### src/rtl/axis_alu_pipe_if.sv
`default_nettype none
// ------------------------------------------------------------------------
// axis_alu_pipe_if -- AXI-Stream operand/result bundle for axis_alu_pipe
// Rev 1.0
// ------------------------------------------------------------------------
interface axis_alu_pipe_if #(
  parameter int OP0_WIDTH  = 16,
  parameter int OP1_WIDTH  = 16,
  parameter int RSLT_WIDTH = 32,
  parameter int LANES      = 4,
  parameter int USER_WIDTH = 1
);
  logic [LANES*OP0_WIDTH-1:0]  s_axis_tdata_op0;
  logic [LANES*OP1_WIDTH-1:0]  s_axis_tdata_op1;
  logic [2:0]                  s_axis_top;
  logic                        s_axis_tlast;
  logic                        s_axis_tvalid;
  logic [USER_WIDTH-1:0]       s_axis_tuser;
  logic                        s_axis_tready;

  logic [LANES*RSLT_WIDTH-1:0] m_axis_tdata;
  logic [LANES-1:0]            m_axis_tovf;
  logic                        m_axis_terr;
  logic                        m_axis_tlast;
  logic                        m_axis_tvalid;
  logic [USER_WIDTH-1:0]       m_axis_tuser;
  logic                        m_axis_tready;

  // Environment side: sources operand beats and sinks results.
  modport master (
    output s_axis_tdata_op0, s_axis_tdata_op1, s_axis_top, s_axis_tlast,
           s_axis_tvalid, s_axis_tuser, m_axis_tready,
    input  s_axis_tready, m_axis_tdata, m_axis_tovf, m_axis_terr,
           m_axis_tlast, m_axis_tvalid, m_axis_tuser
  );

  modport slave (
    input  s_axis_tdata_op0, s_axis_tdata_op1, s_axis_top, s_axis_tlast,
           s_axis_tvalid, s_axis_tuser, m_axis_tready,
    output s_axis_tready, m_axis_tdata, m_axis_tovf, m_axis_terr,
           m_axis_tlast, m_axis_tvalid, m_axis_tuser
  );
endinterface
`default_nettype wire

### src/rtl/axis_alu_pipe.sv
`default_nettype none
// ------------------------------------------------------------------------
// axis_alu_pipe -- lane-parallel signed ALU/MAC on a stalling AXIS pipeline
// Rev 1.0
// ------------------------------------------------------------------------
module axis_alu_pipe #(
  parameter int OP0_WIDTH   = 16,
  parameter int OP1_WIDTH   = 16,
  parameter int RSLT_WIDTH  = 32,
  parameter int ACC_WIDTH   = 40,
  parameter int LANES       = 4,
  parameter int PIPE_STAGES = 2,
  parameter int SAT_ENABLE  = 1,
  parameter int USER_WIDTH  = 1
) (
  input  wire logic      clk,
  input  wire logic      rst,
  axis_alu_pipe_if.slave bus
);
  localparam int FW   = (ACC_WIDTH > RSLT_WIDTH) ? ACC_WIDTH : RSLT_WIDTH;
  localparam int LAST = PIPE_STAGES - 1;

  localparam logic [2:0] OP_ADD = 3'd0;
  localparam logic [2:0] OP_SUB = 3'd1;
  localparam logic [2:0] OP_MLT = 3'd2;
  localparam logic [2:0] OP_ABS = 3'd3;
  localparam logic [2:0] OP_MIN = 3'd4;
  localparam logic [2:0] OP_MAX = 3'd5;
  localparam logic [2:0] OP_MAC = 3'd6;
  localparam logic [2:0] OP_ILL = 3'd7;

  localparam logic signed [FW-1:0] R_ONE = FW'(1);
  localparam logic signed [FW-1:0] R_MAX = (R_ONE <<< (RSLT_WIDTH - 1)) - R_ONE;
  localparam logic signed [FW-1:0] R_MIN = ~R_MAX;

  logic                        advance;
  logic                        accept;
  logic                        in_vld;
  logic [LANES*RSLT_WIDTH-1:0] res_d;
  logic [LANES-1:0]            ovf_d;
  logic                        err_d;

  logic [PIPE_STAGES-1:0]      vld_q;
  logic [LANES*RSLT_WIDTH-1:0] data_q [PIPE_STAGES];
  logic [LANES-1:0]            ovf_q  [PIPE_STAGES];
  logic                        err_q  [PIPE_STAGES];
  logic                        last_q [PIPE_STAGES];
  logic [USER_WIDTH-1:0]       user_q [PIPE_STAGES];

  // Single global stall: every stage moves only when the output slot frees up.
  assign advance           = !vld_q[LAST] || bus.m_axis_tready;
  assign bus.s_axis_tready = rst && advance;
  assign accept            = bus.s_axis_tvalid && bus.s_axis_tready;
  // Mid-packet MAC beats only feed the accumulator.
  assign in_vld            = accept && !(bus.s_axis_top == OP_MAC && !bus.s_axis_tlast);
  assign err_d             = (bus.s_axis_top == OP_ILL);

  for (genvar l = 0; l < LANES; l++) begin : g_lane
    logic signed [OP0_WIDTH-1:0] op0_w;
    logic signed [OP1_WIDTH-1:0] op1_w;
    logic signed [FW-1:0]        a_w;
    logic signed [FW-1:0]        b_w;
    logic signed [FW-1:0]        prod_w;
    logic signed [FW-1:0]        full_w;
    logic signed [ACC_WIDTH-1:0] acc_q;
    logic signed [ACC_WIDTH-1:0] acc_d;
    logic signed [ACC_WIDTH-1:0] acc_sum_w;
    logic [RSLT_WIDTH-1:0]       res_w;
    logic                        fits_w;

    assign op0_w     = bus.s_axis_tdata_op0[l*OP0_WIDTH +: OP0_WIDTH];
    assign op1_w     = bus.s_axis_tdata_op1[l*OP1_WIDTH +: OP1_WIDTH];
    assign a_w       = FW'(op0_w);
    assign b_w       = FW'(op1_w);
    assign prod_w    = a_w * b_w;
    assign acc_sum_w = acc_q + prod_w[ACC_WIDTH-1:0];

    always_comb begin
      full_w = '0;
      case (bus.s_axis_top)
        OP_ADD:  full_w = a_w + b_w;
        OP_SUB:  full_w = a_w - b_w;
        OP_MLT:  full_w = prod_w;
        OP_ABS:  full_w = a_w[FW-1] ? -a_w : a_w;
        OP_MIN:  full_w = (a_w < b_w) ? a_w : b_w;
        OP_MAX:  full_w = (a_w > b_w) ? a_w : b_w;
        OP_MAC:  full_w = FW'(acc_sum_w);
        default: full_w = '0;
      endcase

      fits_w = (full_w <= R_MAX) && (full_w >= R_MIN);
      if (fits_w || SAT_ENABLE == 0) begin
        res_w = full_w[RSLT_WIDTH-1:0];
      end else if (full_w > R_MAX) begin
        res_w = R_MAX[RSLT_WIDTH-1:0];
      end else begin
        res_w = R_MIN[RSLT_WIDTH-1:0];
      end

      acc_d = acc_q;
      if (accept && bus.s_axis_top == OP_MAC) begin
        acc_d = bus.s_axis_tlast ? '0 : acc_sum_w;
      end
    end

    always_ff @(posedge clk) begin
      if (!rst) begin
        acc_q <= '0;
      end else begin
        acc_q <= acc_d;
      end
    end

    assign res_d[l*RSLT_WIDTH +: RSLT_WIDTH] = res_w;
    assign ovf_d[l]                          = !fits_w;
  end

  always_ff @(posedge clk) begin
    if (!rst) begin
      vld_q <= '0;
      for (int s = 0; s < PIPE_STAGES; s++) begin
        ovf_q[s] <= '0;
        err_q[s] <= 1'b0;
      end
    end else if (advance) begin
      vld_q[0] <= in_vld;
      ovf_q[0] <= ovf_d;
      err_q[0] <= err_d;
      for (int s = 1; s < PIPE_STAGES; s++) begin
        vld_q[s] <= vld_q[s-1];
        ovf_q[s] <= ovf_q[s-1];
        err_q[s] <= err_q[s-1];
      end
    end
  end

  always_ff @(posedge clk) begin
    if (advance) begin
      data_q[0] <= res_d;
      last_q[0] <= bus.s_axis_tlast;
      user_q[0] <= bus.s_axis_tuser;
      for (int s = 1; s < PIPE_STAGES; s++) begin
        data_q[s] <= data_q[s-1];
        last_q[s] <= last_q[s-1];
        user_q[s] <= user_q[s-1];
      end
    end
  end

  assign bus.m_axis_tvalid = vld_q[LAST];
  assign bus.m_axis_tdata  = data_q[LAST];
  assign bus.m_axis_tovf   = ovf_q[LAST];
  assign bus.m_axis_terr   = err_q[LAST];
  assign bus.m_axis_tlast  = last_q[LAST];
  assign bus.m_axis_tuser  = user_q[LAST];
endmodule
`default_nettype wire

### src/flat_wrapper.sv
// flat-port wrapper written by rule: the top's interface ports become plain ports
module axis_alu_pipe_flat 
#(
  parameter int OP0_WIDTH   = 16,
  parameter int OP1_WIDTH   = 16,
  parameter int RSLT_WIDTH  = 32,
  parameter int ACC_WIDTH   = 40,
  parameter int LANES       = 4,
  parameter int PIPE_STAGES = 2,
  parameter int SAT_ENABLE  = 1,
  parameter int USER_WIDTH  = 1
)
  (clk, rst, bus_s_axis_tdata_op0, bus_s_axis_tdata_op1, bus_s_axis_top, bus_s_axis_tlast, bus_s_axis_tvalid, bus_s_axis_tuser, bus_m_axis_tready, bus_s_axis_tready, bus_m_axis_tdata, bus_m_axis_tovf, bus_m_axis_terr, bus_m_axis_tlast, bus_m_axis_tvalid, bus_m_axis_tuser);
  axis_alu_pipe_if #(.OP0_WIDTH(OP0_WIDTH), .OP1_WIDTH(OP1_WIDTH), .RSLT_WIDTH(RSLT_WIDTH), .LANES(LANES), .USER_WIDTH(USER_WIDTH)) bus_i ();
  input  wire logic clk;
  input  wire logic rst;
  input wire logic [$bits(bus_i.s_axis_tdata_op0)-1:0] bus_s_axis_tdata_op0;
  input wire logic [$bits(bus_i.s_axis_tdata_op1)-1:0] bus_s_axis_tdata_op1;
  input wire logic [$bits(bus_i.s_axis_top)-1:0] bus_s_axis_top;
  input wire logic [$bits(bus_i.s_axis_tlast)-1:0] bus_s_axis_tlast;
  input wire logic [$bits(bus_i.s_axis_tvalid)-1:0] bus_s_axis_tvalid;
  input wire logic [$bits(bus_i.s_axis_tuser)-1:0] bus_s_axis_tuser;
  input wire logic [$bits(bus_i.m_axis_tready)-1:0] bus_m_axis_tready;
  output wire logic [$bits(bus_i.s_axis_tready)-1:0] bus_s_axis_tready;
  output wire logic [$bits(bus_i.m_axis_tdata)-1:0] bus_m_axis_tdata;
  output wire logic [$bits(bus_i.m_axis_tovf)-1:0] bus_m_axis_tovf;
  output wire logic [$bits(bus_i.m_axis_terr)-1:0] bus_m_axis_terr;
  output wire logic [$bits(bus_i.m_axis_tlast)-1:0] bus_m_axis_tlast;
  output wire logic [$bits(bus_i.m_axis_tvalid)-1:0] bus_m_axis_tvalid;
  output wire logic [$bits(bus_i.m_axis_tuser)-1:0] bus_m_axis_tuser;
  assign bus_i.s_axis_tdata_op0 = bus_s_axis_tdata_op0;
  assign bus_i.s_axis_tdata_op1 = bus_s_axis_tdata_op1;
  assign bus_i.s_axis_top = bus_s_axis_top;
  assign bus_i.s_axis_tlast = bus_s_axis_tlast;
  assign bus_i.s_axis_tvalid = bus_s_axis_tvalid;
  assign bus_i.s_axis_tuser = bus_s_axis_tuser;
  assign bus_i.m_axis_tready = bus_m_axis_tready;
  assign bus_s_axis_tready = bus_i.s_axis_tready;
  assign bus_m_axis_tdata = bus_i.m_axis_tdata;
  assign bus_m_axis_tovf = bus_i.m_axis_tovf;
  assign bus_m_axis_terr = bus_i.m_axis_terr;
  assign bus_m_axis_tlast = bus_i.m_axis_tlast;
  assign bus_m_axis_tvalid = bus_i.m_axis_tvalid;
  assign bus_m_axis_tuser = bus_i.m_axis_tuser;
  axis_alu_pipe #(.OP0_WIDTH(OP0_WIDTH), .OP1_WIDTH(OP1_WIDTH), .RSLT_WIDTH(RSLT_WIDTH), .ACC_WIDTH(ACC_WIDTH), .LANES(LANES), .PIPE_STAGES(PIPE_STAGES), .SAT_ENABLE(SAT_ENABLE), .USER_WIDTH(USER_WIDTH)) u_core (.clk(clk), .rst(rst), .bus(bus_i));
endmodule
### config.mk
export PLATFORM = sky130hd
export DESIGN_NAME = axis_alu_pipe_flat
export DESIGN_NICKNAME = d
export VERILOG_FILES = /design/src/rtl/axis_alu_pipe_if.sv /design/src/rtl/axis_alu_pipe.sv /design/src/flat_wrapper.sv
export SDC_FILE = /design/constraint.sdc
export NUM_CORES = 2
export LEC_CHECK = 0
export ABC_CLOCK_PERIOD_IN_PS = 21100
export CORE_ASPECT_RATIO = 0.5
export CORE_UTILIZATION = 60
export DETAILED_ROUTE_END_ITERATION = 12
export GPL_ROUTABILITY_DRIVEN = 1
export GPL_TIMING_DRIVEN = 0
export PLACE_DENSITY_LB_ADDON = 0.25
export SKIP_CTS_REPAIR_TIMING = 1
export SLEW_MARGIN = 20
export SYNTH_ARGS = -nofsm -noshare
export SYNTH_HDL_FRONTEND = slang
export SYNTH_SLANG_ARGS = --single-unit
### constraint.sdc
create_clock -name clk -period 21.1 [get_ports clk]
set_clock_uncertainty 0.15 [all_clocks]
set_input_delay 4.22 -clock clk [delete_from_list [all_inputs] [get_ports clk]]
set_output_delay 4.22 -clock clk [all_outputs]
set_load 0.005 [all_outputs]
==> impl_results.md <==
- Final wirelength: ~280000 µm
- Bufs on Longest Clock Path: 3
- Slew HR: 9.120%
- Share of layout cells above drive strength 1: between 4 and 5%
- Async S/R FF share, synth: 0%
- Remaining DRCs: 4
- H-tree depth: 2
- Initial antenna violation count: 24
- Total CTS buffers: 47
- Reg-to-Reg Start: u_core.g_lane[1].acc_q[0]
- Sum Neg Setup Slack: 0 ns
- First-pass DRT Iterations: 12
- Post-synthesis register bit count: between 400 and 500
- Setup CP Type: input pin to flip-flop
- Yosys warnings: 0
- Min Tclk post-route: 17.30 ns
- Vias/cell: 6.323
- Final ANT Viol Nets: 0
- Failing checks: design-rule violations
- Fin. max-slew vios: 0
- Unrepaired setup endpoints after global routing: false
- Vias in the first global route: around 66000
- Fmax: between 50 and 60 MHz
- Worst r2r dst: u_core.data_q[0][41]
- Drt wl/cell: 26.02 µm
- Chip Width: 506.1 µm
- Startpoint of the worst hold path: u_core.data_q[0][127]
- CP Max Fanout: 10
- Mapped Area: 76240 µm²
- CP Capture Point: u_core.data_q[0][82]
- Syn-to-layout area delta: 8.893%
- Congestion Overflow GR: 0
- Max Cap Viol: 0
- Final Hold Viols: 0
- Worst EP required: 21.30 ns
- Slowest CP cell: o311ai_2
- First-pass GRT wire length: approximately 410000 µm
- Via count: 68048
- Fillers: 10727
- CP max stage delay: 1.10 ns
- Starting density of the core: 60.49%
- Clk Latency, worst-skew pair: between 0.6 and 0.7 ns
- Endpoint class of the critical path: flip-flop
- Worst Setup Slack, final: 3.799 ns
- # rows: 92
- Syn Nets: roughly 11000
- Top Ports: 274
- Largest net degree at the start of global routing: 78
- Post-DP HPWL: 225900 µm
- Root Driver: clkbuf_16
- Final #Nets: 10846
- Seq/Total Area, Yosys: 14.89%
- Clock Sinks: 432
- Worst-margin pin slew: 1.363 ns
- R2R setup slack: 15.21 ns
- Status: finished with violations
- Synth cell types: 102
- Primary FF master, synth: edfxtp_1
- Arr. time, crit path: 17.50 ns
- Fin crit share: 81.99%
- Reg2reg path depth: 15
- Die height: 254.1 µm
- GP Congestion: 1.059
- Die ar.: 128600 µm²
- Number of synthesized flops with an enable pin: 270
- Post-Synthesis Mean Instance Area: 8.782 µm²
- Setup WS pre-CTS: 3.912 ns
- Port bufs: 272
- Startpoint types: input pin
- CTS tree: yes
- Total GRT Usage: about 43%
- First DRT Iteration DRCs: 8551
- Final setup viols: 0
- Commonest non-fill, non-tap cells in the layout: inv_1, fa_1, nand2_1
- Leading cell type in the layout, fill and taps excluded: inv_1
- Cell mode on critical path: fa_1
- Worst hold margin: 0.2385 ns
- Critical Path Start: bus_s_axis_tdata_op0[47]
- Reg clk slew, reported paths: 0.07 ns
- Mapped Cells: 8682
- Worst Hold Class: flip-flop to flip-flop
- Core area: between 100000 and 150000 µm²
[worst min path at each step]
stage,endpoint,slack (ns),cells after the start
finish,u_core.data_q[0][255],0.24,0
global route,u_core.data_q[0][163],0.25,0
CTS,u_core.data_q[0][170],0.25,0
detailed placement,u_core.data_q[0][130],0.25,0
global placement,u_core.data_q[0][200],0.25,0
floorplan,u_core.data_q[0][128],0.25,0
[synth_stat cells (29+ instances only)]
library cell / count / area [µm²]
clkbuf_1: 400 / 1501
o21ai_0: 301 / 1506
nand4_1: 48 / 300.3
edfxtp_1: 270 / 8108
o22ai_1: 59 / 369.1
nor2b_1: 173 / 1082
nor3_1: 82 / 410.4
ha_1: 633 / 7920
a31oi_1: 46 / 287.8
fa_1: 1060 / 21220
a221o_1: 37 / 370.4
a21oi_1: 430 / 2152
o21ai_1: 98 / 490.5
o31ai_1: 39 / 292.8
mux2_2: 46 / 518.0
inv_1: 1371 / 5146
and3_1: 29 / 181.4
o211ai_1: 55 / 412.9
nand2_1: 747 / 2804
nor2_1: 471 / 1768
a21o_1: 159 / 1194
nor4_1: 29 / 181.4
o221ai_1: 49 / 429.2
xor2_1: 113 / 989.7
a211oi_1: 66 / 495.5
a221oi_1: 62 / 543.0
o21bai_1: 44 / 330.3
buf_1: 31 / 116.4
or3_1: 32 / 200.2
a22oi_1: 141 / 1059
buf_4: 132 / 991.0
mux2i_1: 106 / 1061
dfxtp_1: 162 / 3243
and2_1: 420 / 2628
nand2b_1: 78 / 488.0
o21a_1: 64 / 480.5
xnor2_1: 222 / 1944
nand3_1: 71 / 355.3
[metrics by stage]
step                instance area [µm²]  util [%]  cells
finish                            83020     65.87  10762
floorplan                         76240         -   8682
detailed placement                81350     64.54  10659
CTS                               82970     65.83  10746
global placement                  81080     64.33  10646
global route                      83000     65.85  10751
[final cells by class]
class                      instances  area [µm²]  area share [%]
tap                             1692        2117           2.550
buffer                           572        2718           3.273
multi-input combinational       6301       57090           68.77
sequential                       432       11350           13.67
clock inverter                    33       370.4          0.4461
timing repair buffer             285        2903           3.496
inverter                        1377        5176           6.235
antenna                           16       40.04         0.04823
clock buffer                      54        1255           1.512
[flip-flops by register name (all words and copies together) (netlist names)]
register and flops:
u_core.ovf_q 8, u_core.last_q 2, u_core.user_q 2, u_core.g_lane.acc_q 160
u_core.err_q 2, u_core.data_q 256, u_core.vld_q 2
[logic make-up (layout without fill, tap and decap cells)]
family | count (synthesis) | after routing | synth area share (%)
adder cells (fa/ha/maj) | 1693 | 1693 | 38.22
XOR/XNOR | 338 | 338 | 3.943
buffers and inverters | 1949 | 2321 | 10.28
flip-flops | 432 | 432 | 14.89
AND/OR/NAND/NOR | 2277 | 2277 | 14.64
multiplexers | 152 | 152 | 2.071
other | 0 | 16 | 0
AO/OA/AOI/OAI | 1841 | 1841 | 15.96
[routing by layer]
| layer | GRT usage (%) | part of all wire, % |
|---|---|---|
| met3 | 15.62 | 15 |
| met2 | 62.37 | 41 |
| met4 | 18.09 | 4.9 |
| met1 | 59.32 | 40 |
| met5 | 0 | 0.025 |
[critical path, delay by kind of cell]
kind                       cells  cell delay, ns
and+or+nand+nor                5            1.09
xor gates and xnor gates       1            0.33
AOI/OAI and AO/OA             14            5.03
buffers and inverters          8            2.85
adders and majority gates      8            3.95
Power is not shown: default switching activity piles up to over one toggle a cycle in this logic, so the estimate is an artifact.
